[config.mk]
export PLATFORM = sky130hd
export DESIGN_NAME = prbs_err_stats
export DESIGN_NICKNAME = d
export VERILOG_FILES = /design/src/rtl/prbs_stats_pkg.sv /design/src/rtl/prbs_popcount.sv /design/src/rtl/prbs_err_stats.sv
export SDC_FILE = /design/constraint.sdc
export NUM_CORES = 1
export LEC_CHECK = 0
export BUFFER_PORTS_ARGS = -buffer_cell sky130_fd_sc_hd__buf_2
export CORE_UTILIZATION = 53
export CTS_CLUSTER_SIZE = 24
export DETAILED_ROUTE_END_ITERATION = 8
export PLACE_DENSITY = 0.76
export SLEW_MARGIN = 20
export SYNTH_ARGS = -nofsm -noshare
export SYNTH_HDL_FRONTEND = slang
export SYNTH_SLANG_ARGS = --single-unit
[constraint.sdc]
create_clock -name clk -period 3.04 [get_ports clk]
set_input_delay 0.304 -clock clk [delete_from_list [all_inputs] [get_ports clk]]
set_output_delay 0.304 -clock clk [all_outputs]
set_load 0.05 [all_outputs]
[src/rtl/prbs_stats_pkg.sv]
// Shared types and default thresholds for the PRBS error-statistics stage.
package prbs_stats_pkg;

    typedef enum logic {
        HUNT   = 1'b0,
        LOCKED = 1'b1
    } state_e;

    localparam int LOCK_WORDS_DEF    = 64;
    localparam int WIN_WORDS_DEF     = 256;
    localparam int ERR_WORDS_MAX_DEF = 16;

endpackage

[src/rtl/prbs_popcount.sv]
// Combinational population count of a DATA_W-bit error vector.
module prbs_popcount #(
    parameter int DATA_W = 8
) (
    input  logic [DATA_W-1:0]           vec_i,
    output logic [$clog2(DATA_W+1)-1:0] pop_o
);
    localparam int POP_W = $clog2(DATA_W + 1);

    always_comb begin
        pop_o = '0;
        for (int i = 0; i < DATA_W; i++) begin
            pop_o = pop_o + POP_W'(vec_i[i]);
        end
    end

endmodule

[src/rtl/prbs_err_stats.sv]
// Lock tracking, bit/word error statistics and snapshot handshake behind the PRBS-31 checker.
// Define PRBS_STATS_SATURATE_EN to make the statistics counters saturate instead of wrap.
//
// state  | meaning
// HUNT   | waiting for LOCK_WORDS consecutive clean words; nothing is counted
// LOCKED | every word counted; too many errored words in a window drops lock
module prbs_err_stats
    import prbs_stats_pkg::*;
#(
    parameter int DATA_W        = 8,
    parameter int CNT_W         = 64,
    parameter int LOCK_WORDS    = LOCK_WORDS_DEF,
    parameter int WIN_WORDS     = WIN_WORDS_DEF,
    parameter int ERR_WORDS_MAX = ERR_WORDS_MAX_DEF
) (
    input  logic              clk,
    input  logic              rst_n,
    input  logic [DATA_W-1:0] err_vec,
    input  logic              err_valid,
    input  logic              clear,
    input  logic              snap_req,
    input  logic              snap_ack,
    output logic              snap_valid,
    output logic [CNT_W-1:0]  snap_total_bits,
    output logic [CNT_W-1:0]  snap_error_bits,
    output logic [CNT_W-1:0]  snap_error_words,
    output logic              locked,
    output logic [15:0]       lock_loss_cnt
);
    localparam int POP_W   = $clog2(DATA_W + 1);
    localparam int CLEAN_W = $clog2(LOCK_WORDS + 1);
    localparam int WIN_W   = $clog2(WIN_WORDS);
    localparam int WERR_W  = $clog2(ERR_WORDS_MAX + 1);

    logic [POP_W-1:0]   pop_c, pop_q;
    logic               v1_q;
    state_e             state_q, state_d;
    logic [CLEAN_W-1:0] clean_q, clean_d, clean_inc;
    logic [WIN_W-1:0]   win_cnt_q, win_cnt_d;
    logic [WERR_W-1:0]  win_err_q, win_err_d, werr_inc;
    logic [CNT_W-1:0]   total_q, total_d, ebits_q, ebits_d, ewords_q, ewords_d;
    logic [CNT_W-1:0]   snap_tot_q, snap_tot_d, snap_eb_q, snap_eb_d, snap_ew_q, snap_ew_d;
    logic               snap_valid_q, snap_valid_d;
    logic [15:0]        lock_loss_q, lock_loss_d;
    logic               word_err;

    function automatic logic [CNT_W-1:0] cnt_add(input logic [CNT_W-1:0] a,
                                                 input logic [CNT_W-1:0] b);
`ifdef PRBS_STATS_SATURATE_EN
        logic [CNT_W:0] s;
        s = {1'b0, a} + {1'b0, b};
        return s[CNT_W] ? {CNT_W{1'b1}} : s[CNT_W-1:0];
`else
        return a + b;
`endif
    endfunction

    prbs_popcount #(.DATA_W(DATA_W)) u_popcount (
        .vec_i (err_vec),
        .pop_o (pop_c)
    );

    always_ff @(posedge clk or negedge rst_n) begin
        if (!rst_n) begin
            pop_q <= '0;
            v1_q  <= 1'b0;
        end else begin
            v1_q <= err_valid;
            if (err_valid) pop_q <= pop_c;
        end
    end

    always_comb begin
        state_d      = state_q;
        clean_d      = clean_q;
        win_cnt_d    = win_cnt_q;
        win_err_d    = win_err_q;
        total_d      = total_q;
        ebits_d      = ebits_q;
        ewords_d     = ewords_q;
        lock_loss_d  = lock_loss_q;
        snap_tot_d   = snap_tot_q;
        snap_eb_d    = snap_eb_q;
        snap_ew_d    = snap_ew_q;
        snap_valid_d = snap_valid_q;
        word_err     = (pop_q != '0);
        clean_inc    = clean_q + 1'b1;
        werr_inc     = win_err_q + WERR_W'(word_err);

        if (v1_q) begin
            case (state_q)
                HUNT: begin
                    clean_d = word_err ? '0 : clean_inc;
                    if (!word_err && clean_inc == CLEAN_W'(LOCK_WORDS)) begin
                        state_d   = LOCKED;
                        clean_d   = '0;
                        win_cnt_d = '0;
                        win_err_d = '0;
                    end
                end
                LOCKED: begin
                    total_d  = cnt_add(total_q, CNT_W'(DATA_W));
                    ebits_d  = cnt_add(ebits_q, CNT_W'(pop_q));
                    ewords_d = cnt_add(ewords_q, CNT_W'(word_err));
                    if (werr_inc == WERR_W'(ERR_WORDS_MAX)) begin
                        state_d = HUNT;
                        clean_d = '0;
                        if (lock_loss_q != 16'hFFFF) lock_loss_d = lock_loss_q + 16'd1;
                    end else if (win_cnt_q == WIN_W'(WIN_WORDS - 1)) begin
                        win_cnt_d = '0;
                        win_err_d = '0;
                    end else begin
                        win_cnt_d = win_cnt_q + 1'b1;
                        win_err_d = werr_inc;
                    end
                end
                default: state_d = HUNT;
            endcase
        end

        if (clear) begin
            total_d  = '0;
            ebits_d  = '0;
            ewords_d = '0;
        end

        // Capture uses the pre-update (and pre-clear) counter values.
        if (snap_valid_q) begin
            if (snap_ack) snap_valid_d = 1'b0;
        end else if (snap_req) begin
            snap_valid_d = 1'b1;
            snap_tot_d   = total_q;
            snap_eb_d    = ebits_q;
            snap_ew_d    = ewords_q;
        end
    end

    always_ff @(posedge clk or negedge rst_n) begin
        if (!rst_n) begin
            state_q      <= HUNT;
            clean_q      <= '0;
            win_cnt_q    <= '0;
            win_err_q    <= '0;
            total_q      <= '0;
            ebits_q      <= '0;
            ewords_q     <= '0;
            lock_loss_q  <= '0;
            snap_tot_q   <= '0;
            snap_eb_q    <= '0;
            snap_ew_q    <= '0;
            snap_valid_q <= 1'b0;
        end else begin
            state_q      <= state_d;
            clean_q      <= clean_d;
            win_cnt_q    <= win_cnt_d;
            win_err_q    <= win_err_d;
            total_q      <= total_d;
            ebits_q      <= ebits_d;
            ewords_q     <= ewords_d;
            lock_loss_q  <= lock_loss_d;
            snap_tot_q   <= snap_tot_d;
            snap_eb_q    <= snap_eb_d;
            snap_ew_q    <= snap_ew_d;
            snap_valid_q <= snap_valid_d;
        end
    end

    assign locked           = (state_q == LOCKED);
    assign lock_loss_cnt    = lock_loss_q;
    assign snap_valid       = snap_valid_q;
    assign snap_total_bits  = snap_tot_q;
    assign snap_error_bits  = snap_eb_q;
    assign snap_error_words = snap_ew_q;

endmodule

==> impl_metrics.yaml, run 1 <==
global_routing:
  grt_util_all_layers: 0.249
  grt_pass1_wl_mm: 76.9
  grt_max_degree: 172
  grt_pass1_vias: 14903
  grt_overflow_total: 0
  antenna_found_initial: 0
sta:
  drv_slew: 0
  worst_pin_slew_ns: 0.972
  setup_slack_ns: 0.0743
  setup_viol: 0
  period_share: 0.976
  clock_skew_ns: 0.0163
  worst_slew_margin_rel: 0.352
  min_period_ns: 2.97
  fmaxAchievable_mhz: 337
  hold_viol: 0
  tns_ns: 0
synthesis:
  yosysUniqueCellTypes: 61
  postSynthCellCount: 1827
  yosysMostFrequentCell: "dfrtp_1"
  synth_flop_cell: "dfrtp_1"
  yosys.area.top_type_share: 0.539
  netlist_area_um2: 19500
  synthArstFlopShare: 1.00
  synth_seq_cells: 421
  synth-edff-count: 0
  yosysSeqAreaShare: 0.539
  ys_top_cells_by_area: "dfrtp_1 (54%), mux2_2 (10%), nor2_1 (2.9%)"
  yosysWarnings: 0
  avgSynthCellArea_um2: 10.7
  yosys.area.top_type: "dfrtp_1"
  ys_top_cells_by_count: "dfrtp_1 (421), mux2_2 (175), nor2_1 (150)"
detailed_routing:
  drt_first_iter_violations: 1156
  ant_nets: 0
  dr_wl_met2_mm: 23.3
  num_vias: 15341
  drc_errors: 0
  totalWireLength_mm: 47.4
  dr_wl_met3_mm: 2.66
  highest_layer: "met4"
  wl_met1_mm: 19.8
  drtPass1Iterations: 5
  avgViaCountPerCell: 5.99
  routedWlPerCell_um: 18.5
final_layout:
  area_growth_pct: 18.1
  final_nets: 2102
  antenna-diode-count: 0
  final_area_um2: 23100
  fin_cells: 2560
  fillers: 2728
  drive_gt1_frac: 0.259
  final_util: 0.643
floorplanning:
  fp.dieH_um: 194
  dieArea_um2: 37600
  core.rowCount: 69
  ioPinCount: 224
  initial_utilization: 0.544
  die_x_um: 194
  coreArea_um2: 35900
worst_setup_path:
  crit_path_start_kind: "flip-flop"
  setup.worst_path.class: "reg -> reg"
  arrival_ns: 3.45
  critical_path.max_fanout: 15
  crit_required_ns: 3.52
  worstSetupEndpointType: "flip-flop"
clock_tree:
  cts_sinks: 421
  cts_made_buffers: 45
  cts-root-buf: "clkbuf_16"
  clk_pin_slew_ns: 0.06
  cts_buffer_depth: 3
  clk_latency_ns: 0.55
  cts_tree: "yes"
  h-tree-depth: 2
power:
  power_density_nw_per_um2: 517
  p_switching_w: 0.00257
  combPwrFrac: 0.048
  sequentialPowerShare: 0.473
  netSwitchingFraction: 0.215
  p_leak_nw: 10.8
  clkPwrFrac: 0.479
  p_int_w: 0.00936
  ir_worst_vdd_uv: 409
flow_run:
  maxCapViolCount: 0
placement:
  dpl_worst_slack_ns: -0.0860
  gp_congestion: 0.894
  portBuffers: 220
  dp_hpwl_mm: 32.1
  place_inst: 2473
  placed_area_um2: 21400
hold_path:
  hp-class: "in -> reg"
status:
  outcome: "finished, final reports clean"
[cells in the final DEF, fill, tap and decap left out, types with 5 or more instances in the layout]
cell type,instances
nor2b_1,13
dfrtp_1,421
buf_2,218
buf_12,8
nand4_1,77
nor2_1,149
buf_4,47
a31oi_1,5
a211oi_1,6
nand2_1,134
or2_2,6
bufinv_16,6
and4_1,17
ha_1,15
clkbuf_1,11
mux2_2,175
fa_1,5
nor4_1,37
o21ai_0,73
and3_1,25
or3_1,45
nand3_1,93
clkbuf_8,9
xor2_1,60
inv_1,50
nor3_1,39
clkbuf_16,47
or4_1,44
o31ai_1,32
and2_1,5
o21ai_1,7
clkinv_2,5
xnor2_1,54
a21oi_1,86
[final timing paths]
check,startpoint,end,slack [ns],cells after the start
max,pop_q[2]$_DFFE_PN0P_,ewords_q[60]$_DFFE_PN0P_,0.07,9
max in group asynchronous,rst_n,ebits_q[45]$_DFFE_PN0P_,1.79,3
min reg2reg,snap_error_words[60]$_DFFE_PN0P_,snap_error_words[60]$_DFFE_PN0P_,0.48,2
max reg2reg,pop_q[2]$_DFFE_PN0P_,ewords_q[60]$_DFFE_PN0P_,0.07,9
min,err_vec[5],pop_q[0]$_DFFE_PN0P_,0.19,4
min in group asynchronous,rst_n,snap_total_bits[11]$_DFFE_PN0P_,0.35,2
[routing by layer]
| layer | vias to the layer above | global-route usage |
|---|---|---|
| li1 | 7061 | - |
| met3 | 107 | 0.0411 |
| met2 | 517 | 0.412 |
| met1 | 7656 | 0.330 |
| met5 | - | 0 |
| met4 | 0 | 0.0967 |
[power by group through the flow]
stage	logic (W)	clock network [W]	registers, W
after global placement	0.000542	0	0.00574
final	0.000568	0.00571	0.00565
after CTS	0.000566	0.00583	0.00564
after global routing	0.000633	0.00604	0.00564
after detailed placement	0.000558	0	0.00574
after floorplan	0.000298	0	0.00575
[final cells by class]
class	count	area, um2	share of cell area
clock inverters	12	214	0.00927
repair buffers	280	1680	0.0728
flip-flops and latches	421	10500	0.456
clock buffers	67	1340	0.0581
multi-input cells	1269	8550	0.370
inverters	50	188	0.00813
well taps	461	577	0.0250
[what timing repair did]
action,in CTS,in global routing
setup buffers,0,4
hold buffers,4,0
pin swaps,0,3
gates resized for setup,1,12
endpoints found under the setup margin,8,34
endpoints found under the hold margin,80,0
[worst max-delay path, cell delays in order (launching register included)]
cell,delay [ns]
dfrtp_1,0.40
or4_4,0.16
ha_1,0.19
ha_2,0.21
inv_1,0.05
or4_1,0.54
or4_4,0.51
buf_6,0.17
or4_4,0.52
a21oi_2,0.15
[cells by family after synthesis]
| logic type | Yosys count | synth area share |
|---|---|---|
| flops | 421 | 0.539 |
| buf+inv | 139 | 0.0279 |
| fa+ha+maj | 21 | 0.0154 |
| simple gates | 714 | 0.193 |
| other cells | 1 | 0.000192 |
| xor+xnor | 114 | 0.0511 |
| mux | 177 | 0.102 |
| compound gates | 240 | 0.0718 |
[through the flow]
step / total power [W] / hold slack (ns)
finish: 0.0119 / 0.185
global route: 0.0123 / 0.218
CTS: 0.0120 / 0.185
detailed placement: 0.00630 / 0.368
global placement: 0.00628 / 0.372
floorplan: 0.00605 / 0.00841
[state kept, by name, summed over array words and instances, names as in the netlist, 8 cells and up]
name and flops:
ebits_q 64, ewords_q 64, lock_loss_cnt 16, snap_error_bits 64, snap_error_words 64, snap_total_bits 61, total_q 61, win_cnt_q 8
No activity file was read; power rests on OpenSTA's default activity.
==> run 2, diff against run 1 <==
--- a/config.mk
+++ b/config.mk
@@ -9,6 +9,7 @@
 export CORE_UTILIZATION = 53
 export CTS_CLUSTER_SIZE = 24
 export DETAILED_ROUTE_END_ITERATION = 8
+export GPL_ROUTABILITY_DRIVEN = 0
 export PLACE_DENSITY = 0.76
 export SLEW_MARGIN = 20
 export SYNTH_ARGS = -nofsm -noshare
==> constraint.sdc (replaced) <==
create_clock -name clk -period 2.65 [get_ports clk]
set_input_delay 0.265 -clock clk [delete_from_list [all_inputs] [get_ports clk]]
set_output_delay 0.265 -clock clk [all_outputs]
set_load 0.05 [all_outputs]
==> run 2 against run 1 <==
The run now ends with setup timing left. First-iteration DRC count decreased by 4.1%. Critical path depth unchanged. Worst setup slack got worse by 0.20 ns. Count of clock-buffer cells in the layout decreased by 3. Maximum frequency increased by 7.0%. Cell area increased by 4.0%. Register-to-register slack got worse by 0.20 ns. Combinational power increased by 22%. Via count increased by 1.3%. Wire length increased by 1.4%. Sequential power increased by 15%. Critical endpoint is now lock_loss_cnt[1]$_DFFE_PN0P_.
==> impl_metrics.yaml, run 2 (synthesis results as in run 1) <==
sta:
  whs_ns: 0.169
  setup_slack_ns: -0.122
  tns_ns: -2.16
  worst_slew_margin_rel: 0.197
  worst_pin_slew_ns: 1.21
  hold_viol: 0
  fmaxAchievable_mhz: 361
  grt_setup_unrepaired: "true"
  drv_slew: 0
  period_share: 1.05
  min_period_ns: 2.77
  setup_viol: 35
  clock_skew_ns: 0.0241
worst_setup_path:
  setup.worst_path.class: "reg -> reg"
  worstSetupEndpointType: "flip-flop"
  arrival_ns: 3.23
  crit_required_ns: 3.10
  critical_path.max_fanout: 5
  crit_path_start_kind: "flip-flop"
floorplanning:
  fp.dieH_um: 194
  core.rowCount: 69
  coreArea_um2: 35900
  die_x_um: 194
  dieArea_um2: 37600
  initial_utilization: 0.544
  ioPinCount: 224
placement:
  place_inst: 2523
  portBuffers: 220
  placed_area_um2: 21900
  dp_hpwl_mm: 31.9
final_layout:
  antenna-diode-count: 0
  fin_cells: 2624
  drive_gt1_frac: 0.313
  area_growth_pct: 22.9
  final_common_cell: "dfrtp_1"
  final_cell_mix: "dfrtp_1 (421), buf_2 (218), mux2_2 (174)"
  fillers: 2730
  final_nets: 2163
  multi_input_area_um2: 9020
  seq_area_um2: 10500
  final_area_um2: 24000
detailed_routing:
  drc_errors: 0
  ant_nets: 0
  totalWireLength_mm: 48.0
  drt_first_iter_violations: 1109
  drtPass1Iterations: 5
  routedWlPerCell_um: 18.3
  avgViaCountPerCell: 5.92
  num_vias: 15539
global_routing:
  grt_pass1_vias: 15217
  grt_pass1_wl_mm: 77.9
  grt_max_degree: 206
  grt_overflow_total: 0
  antenna_found_initial: 0
  grt_util_all_layers: 0.251
flow_run:
  maxCapViolCount: 0
clock_tree:
  cts-root-buf: "clkbuf_16"
  h-tree-depth: 2
  clk_pin_slew_ns: 0.06
  cts_made_buffers: 45
  clk_latency_ns: 0.57
  cts_buffer_depth: 3
  cts_sinks: 421
  cts_tree: "yes"
status:
  outcome: "finished with violations"
  violations: "setup timing"
power:
  ir_worst_vdd_uv: 409
  p_leak_nw: 11.4
  p_total_w: 0.0134
  power_density_nw_per_um2: 557
hold_path:
  hp-class: "in -> reg"
## run 2: where the power goes
group / internal, W / switching (W)
combinational: 0.000243 / 0.000449
sequential: 0.00645 / 0.0000192
clock: 0.00364 / 0.00258
total: 0.0103 / 0.00305
## run 2: through the flow
stage                util  setup WS, ns
floorplan               -       -0.0391
finish              0.669        -0.122
global placement    0.609        -0.191
CTS                 0.656       -0.0773
detailed placement  0.609        -0.219
global route        0.669        -0.192
## run 2: cell type report
cell class | instances | share of cell area
Tap cell | 461 | 0.0240
Clock buffer | 64 | 0.0545
Timing Repair Buffer | 341 | 0.0928
Inverter | 50 | 0.00781
Multi-Input combinational cell | 1269 | 0.376
Sequential cell | 421 | 0.439
Clock inverter | 18 | 0.00656
## run 2: path summary, 6_finish.rpt
check,slack (ns),endpoint,depth (start not counted),start
worst max-delay path,-0.12,lock_loss_cnt[1]$_DFFE_PN0P_,9,pop_q[3]$_DFFE_PN0P_
worst min-delay path,0.17,pop_q[0]$_DFFE_PN0P_,4,err_vec[5]
worst max register to register,-0.12,lock_loss_cnt[1]$_DFFE_PN0P_,9,pop_q[3]$_DFFE_PN0P_
worst min register to register,0.47,snap_total_bits[47]$_DFFE_PN0P_,2,snap_total_bits[47]$_DFFE_PN0P_
max in group asynchronous,1.56,snap_error_words[17]$_DFFE_PN0P_,3,rst_n
min in group asynchronous,0.26,snap_error_words[54]$_DFFE_PN0P_,2,rst_n
## run 2: per-layer routing
metal / vias to the layer above / share of wire / wire length [um] / global-route usage
met5: - / 0 / 0 / 0
met2: 465 / 0.49 / 23500 / 0.419
li1: 7198 / - / - / -
met4: 0 / 0.033 / 1560 / 0.0944
met3: 112 / 0.045 / 2180 / 0.0317
met1: 7764 / 0.43 / 20800 / 0.337
## run 2: worst max-delay path: stages (launching register included)
cell,delay (ns)
dfrtp_1,0.38
or4_4,0.61
ha_4,0.20
buf_6,0.11
and4b_2,0.27
nor4_4,0.33
nand2_2,0.15
buf_8,0.18
nor2_4,0.11
mux2_4,0.31
## run 2: what timing repair did
action                                  4_1_cts  5_1_grt
setup buffers                                 5       10
pin swaps                                    27       52
endpoints found under the setup margin       35       55
hold buffers                                  3        0
gates resized for setup                      36       78
gates cloned                                  1        1
hold endpoints to repair                     60        0
==> run 3, diff against run 2 <==
--- a/config.mk
+++ b/config.mk
@@ -6,11 +6,10 @@
 export NUM_CORES = 1
 export LEC_CHECK = 0
 export BUFFER_PORTS_ARGS = -buffer_cell sky130_fd_sc_hd__buf_2
-export CORE_UTILIZATION = 53
+export CORE_UTILIZATION = 28
 export CTS_CLUSTER_SIZE = 24
 export DETAILED_ROUTE_END_ITERATION = 8
 export GPL_ROUTABILITY_DRIVEN = 0
-export PLACE_DENSITY = 0.76
 export SLEW_MARGIN = 20
 export SYNTH_ARGS = -nofsm -noshare
 export SYNTH_HDL_FRONTEND = slang
==> constraint.sdc (replaced) <==
create_clock -name clk -period 2.65 [get_ports clk]
set_input_delay 0.265 -clock clk [delete_from_list [all_inputs] [get_ports clk]]
set_output_delay 0.265 -clock clk [all_outputs]
set_load 0.01 [all_outputs]
==> run 3 against run 2 <==
The run still ends with setup timing left. Non-clock buffer count up 30. Cell area up 5.1%. Global-route usage down 10 points. Count of clock-buffer cells in the layout down 3. Critical path type unchanged.
==> impl_metrics.yaml, run 3 (synthesis results as in run 1) <==
worst_setup_path:
  crit_path_start_kind: "flip-flop"
  rr_endpoint: "ewords_q[56]$_DFFE_PN0P_"
  crit_path_top_delay_cell: "or4_4"
  r2r-start: "pop_q[0]$_DFFE_PN0P_"
  reg2reg_slack_ns: -0.18
  critical_path.max_fanout: 5
  path_cells: "or4_4 > ha_4 > ha_4 > inv_2 > or4_4 > or4_4 > buf_4 > o31ai_1 > a21oi_2"
  crit_family: "simple AND/OR/NAND/NOR gates"
  arrival_ns: 3.25
  rr_worst_depth: 9
  cp_num_buf_inv: 2
  worstSetupEndpointType: "flip-flop"
  max_stage_delay_ns: 0.59
  setup.worst_path.class: "reg -> reg"
  crit_required_ns: 3.07
  cp_common_cell: "or4_4"
clock_tree:
  cts_sinks: 421
  clk_pin_slew_ns: 0.06
  cts_buffer_depth: 3
  h-tree-depth: 2
  cts_made_buffers: 48
  cts-root-buf: "clkbuf_16"
  clk_latency_ns: 0.59
  cts_tree: "yes"
final_layout:
  drive_gt1_frac: 0.330
  final_common_cell: "dfrtp_1"
  antenna-diode-count: 0
  final_area_um2: 25200
  final_cell_mix: "dfrtp_1 (421), buf_2 (218), mux2_2 (174)"
  final_util: 0.367
  area_growth_pct: 29.1
  fillers: 6700
  final_nets: 2197
global_routing:
  grt_overflow_total: 0
  grt_max_degree: 74
  grt_pass1_vias: 15642
  grt_util_all_layers: 0.148
  antenna_found_initial: 0
  grt_pass1_wl_mm: 85.2
status:
  outcome: "finished with violations"
  violations: "setup timing"
floorplanning:
  die_x_um: 266
  core.rowCount: 96
  fp.dieH_um: 266
  initial_utilization: 0.284
  dieArea_um2: 70900
  ioPinCount: 224
  coreArea_um2: 68800
placement:
  portBuffers: 220
  placed_area_um2: 22700
  dp_hpwl_mm: 37.2
sta:
  period_share: 1.07
  min_period_ns: 2.83
  worst_pin_slew_ns: 0.845
  tns_ns: -3.71
  setup_viol: 41
  setup_slack_ns: -0.180
  grt_setup_unrepaired: "true"
  worst_slew_margin_rel: 0.437
  clock_skew_ns: 0.0249
  hold_viol: 0
  drv_slew: 0
  fmaxAchievable_mhz: 353
power:
  ir_worst_vdd_uv: 410
  p_total_w: 0.0145
  power_density_nw_per_um2: 575
  p_leak_nw: 11.7
detailed_routing:
  routedWlPerCell_um: 17.2
  totalWireLength_mm: 53.9
  ant_nets: 0
  highest_layer: "met4"
  dr_wl_met2_mm: 27.1
  drtPass1Iterations: 5
  drt_first_iter_violations: 981
  dr_wl_met3_mm: 2.07
  num_vias: 15518
  drc_errors: 0
  avgViaCountPerCell: 4.96
  wl_met1_mm: 23.4
hold_path:
  hold_depth: 4
  min_to: "pop_q[0]$_DFFE_PN0P_"
  hold_start: "err_vec[5]"
  hp-class: "in -> reg"
flow_run:
  maxCapViolCount: 0
[run 3: changes by cell type in the layout (fill, tap and decap cells not counted), moves of 4 or more]
cell,change
buf_4,+26
bufinv_16,+8
clkbuf_1,-4
clkinvlp_4,-4
[run 3: what timing repair did]
item,4_1_cts,5_1_grt
buffers inserted,6,10
gates resized for setup,38,89
endpoints found under the hold margin,61,0
cloned,0,2
pin swaps,12,62
hold buffers,3,0
endpoints found under the setup margin,50,73
[run 3: final cells by class]
cell class / instances / area (um2) / area share
Multi-Input combinational cell: 1270 / 9110 / 0.361
Tap cell: 931 / 1160 / 0.0462
Sequential cell: 421 / 10500 / 0.418
Inverter: 50 / 188 / 0.00744
Clock inverter: 24 / 414 / 0.0164
Clock buffer: 61 / 1320 / 0.0523
Timing Repair Buffer: 371 / 2500 / 0.0991
[run 3: worst max path at each step]
stage | start | end | slack, ns | cells past startpoint
4_1_cts | pop_q[0]$_DFFE_PN0P_ | lock_loss_cnt[4]$_DFFE_PN0P_ | -0.13 | 9
3_3_place_gp | err_vec[0] | pop_q[2]$_DFFE_PN0P_ | -0.23 | 9
3_5_place_dp | err_vec[0] | pop_q[2]$_DFFE_PN0P_ | -0.21 | 9
2_1_floorplan | err_vec[0] | pop_q[2]$_DFFE_PN0P_ | -0.04 | 8
5_1_grt | pop_q[0]$_DFFE_PN0P_ | ewords_q[56]$_DFFE_PN0P_ | -0.24 | 9
6_report | pop_q[0]$_DFFE_PN0P_ | ewords_q[56]$_DFFE_PN0P_ | -0.18 | 9
[run 3: through the flow]
stage,cells,hold WS (ns),worst slack [ns]
finish,3128,0.147,-0.180
floorplan,1829,-0.0306,-0.0391
CTS,3117,0.121,-0.133
global placement,3023,0.298,-0.230
detailed placement,3023,0.302,-0.214
global route,3128,0.148,-0.238
[run 3: report_power, final]
group	internal [W]	switching (W)	total, W
Clock	0.00451	0.00280	0.00731
Sequential	0.00645	0.0000198	0.00647
Combinational	0.000265	0.000455	0.000720
[run 3: worst min-delay path: cells and delay by family]
family | cells | cell delay [ns]
compound gates | 1 | 0.06
fa+ha+maj | 1 | 0.21
buf+inv | 2 | 0.17
[run 3: metal layers]
layer,GRT usage,up-vias
li1,-,7249
met1,0.191,7846
met2,0.254,334
met3,0.0233,89
met4,0.0450,0
met5,0,-
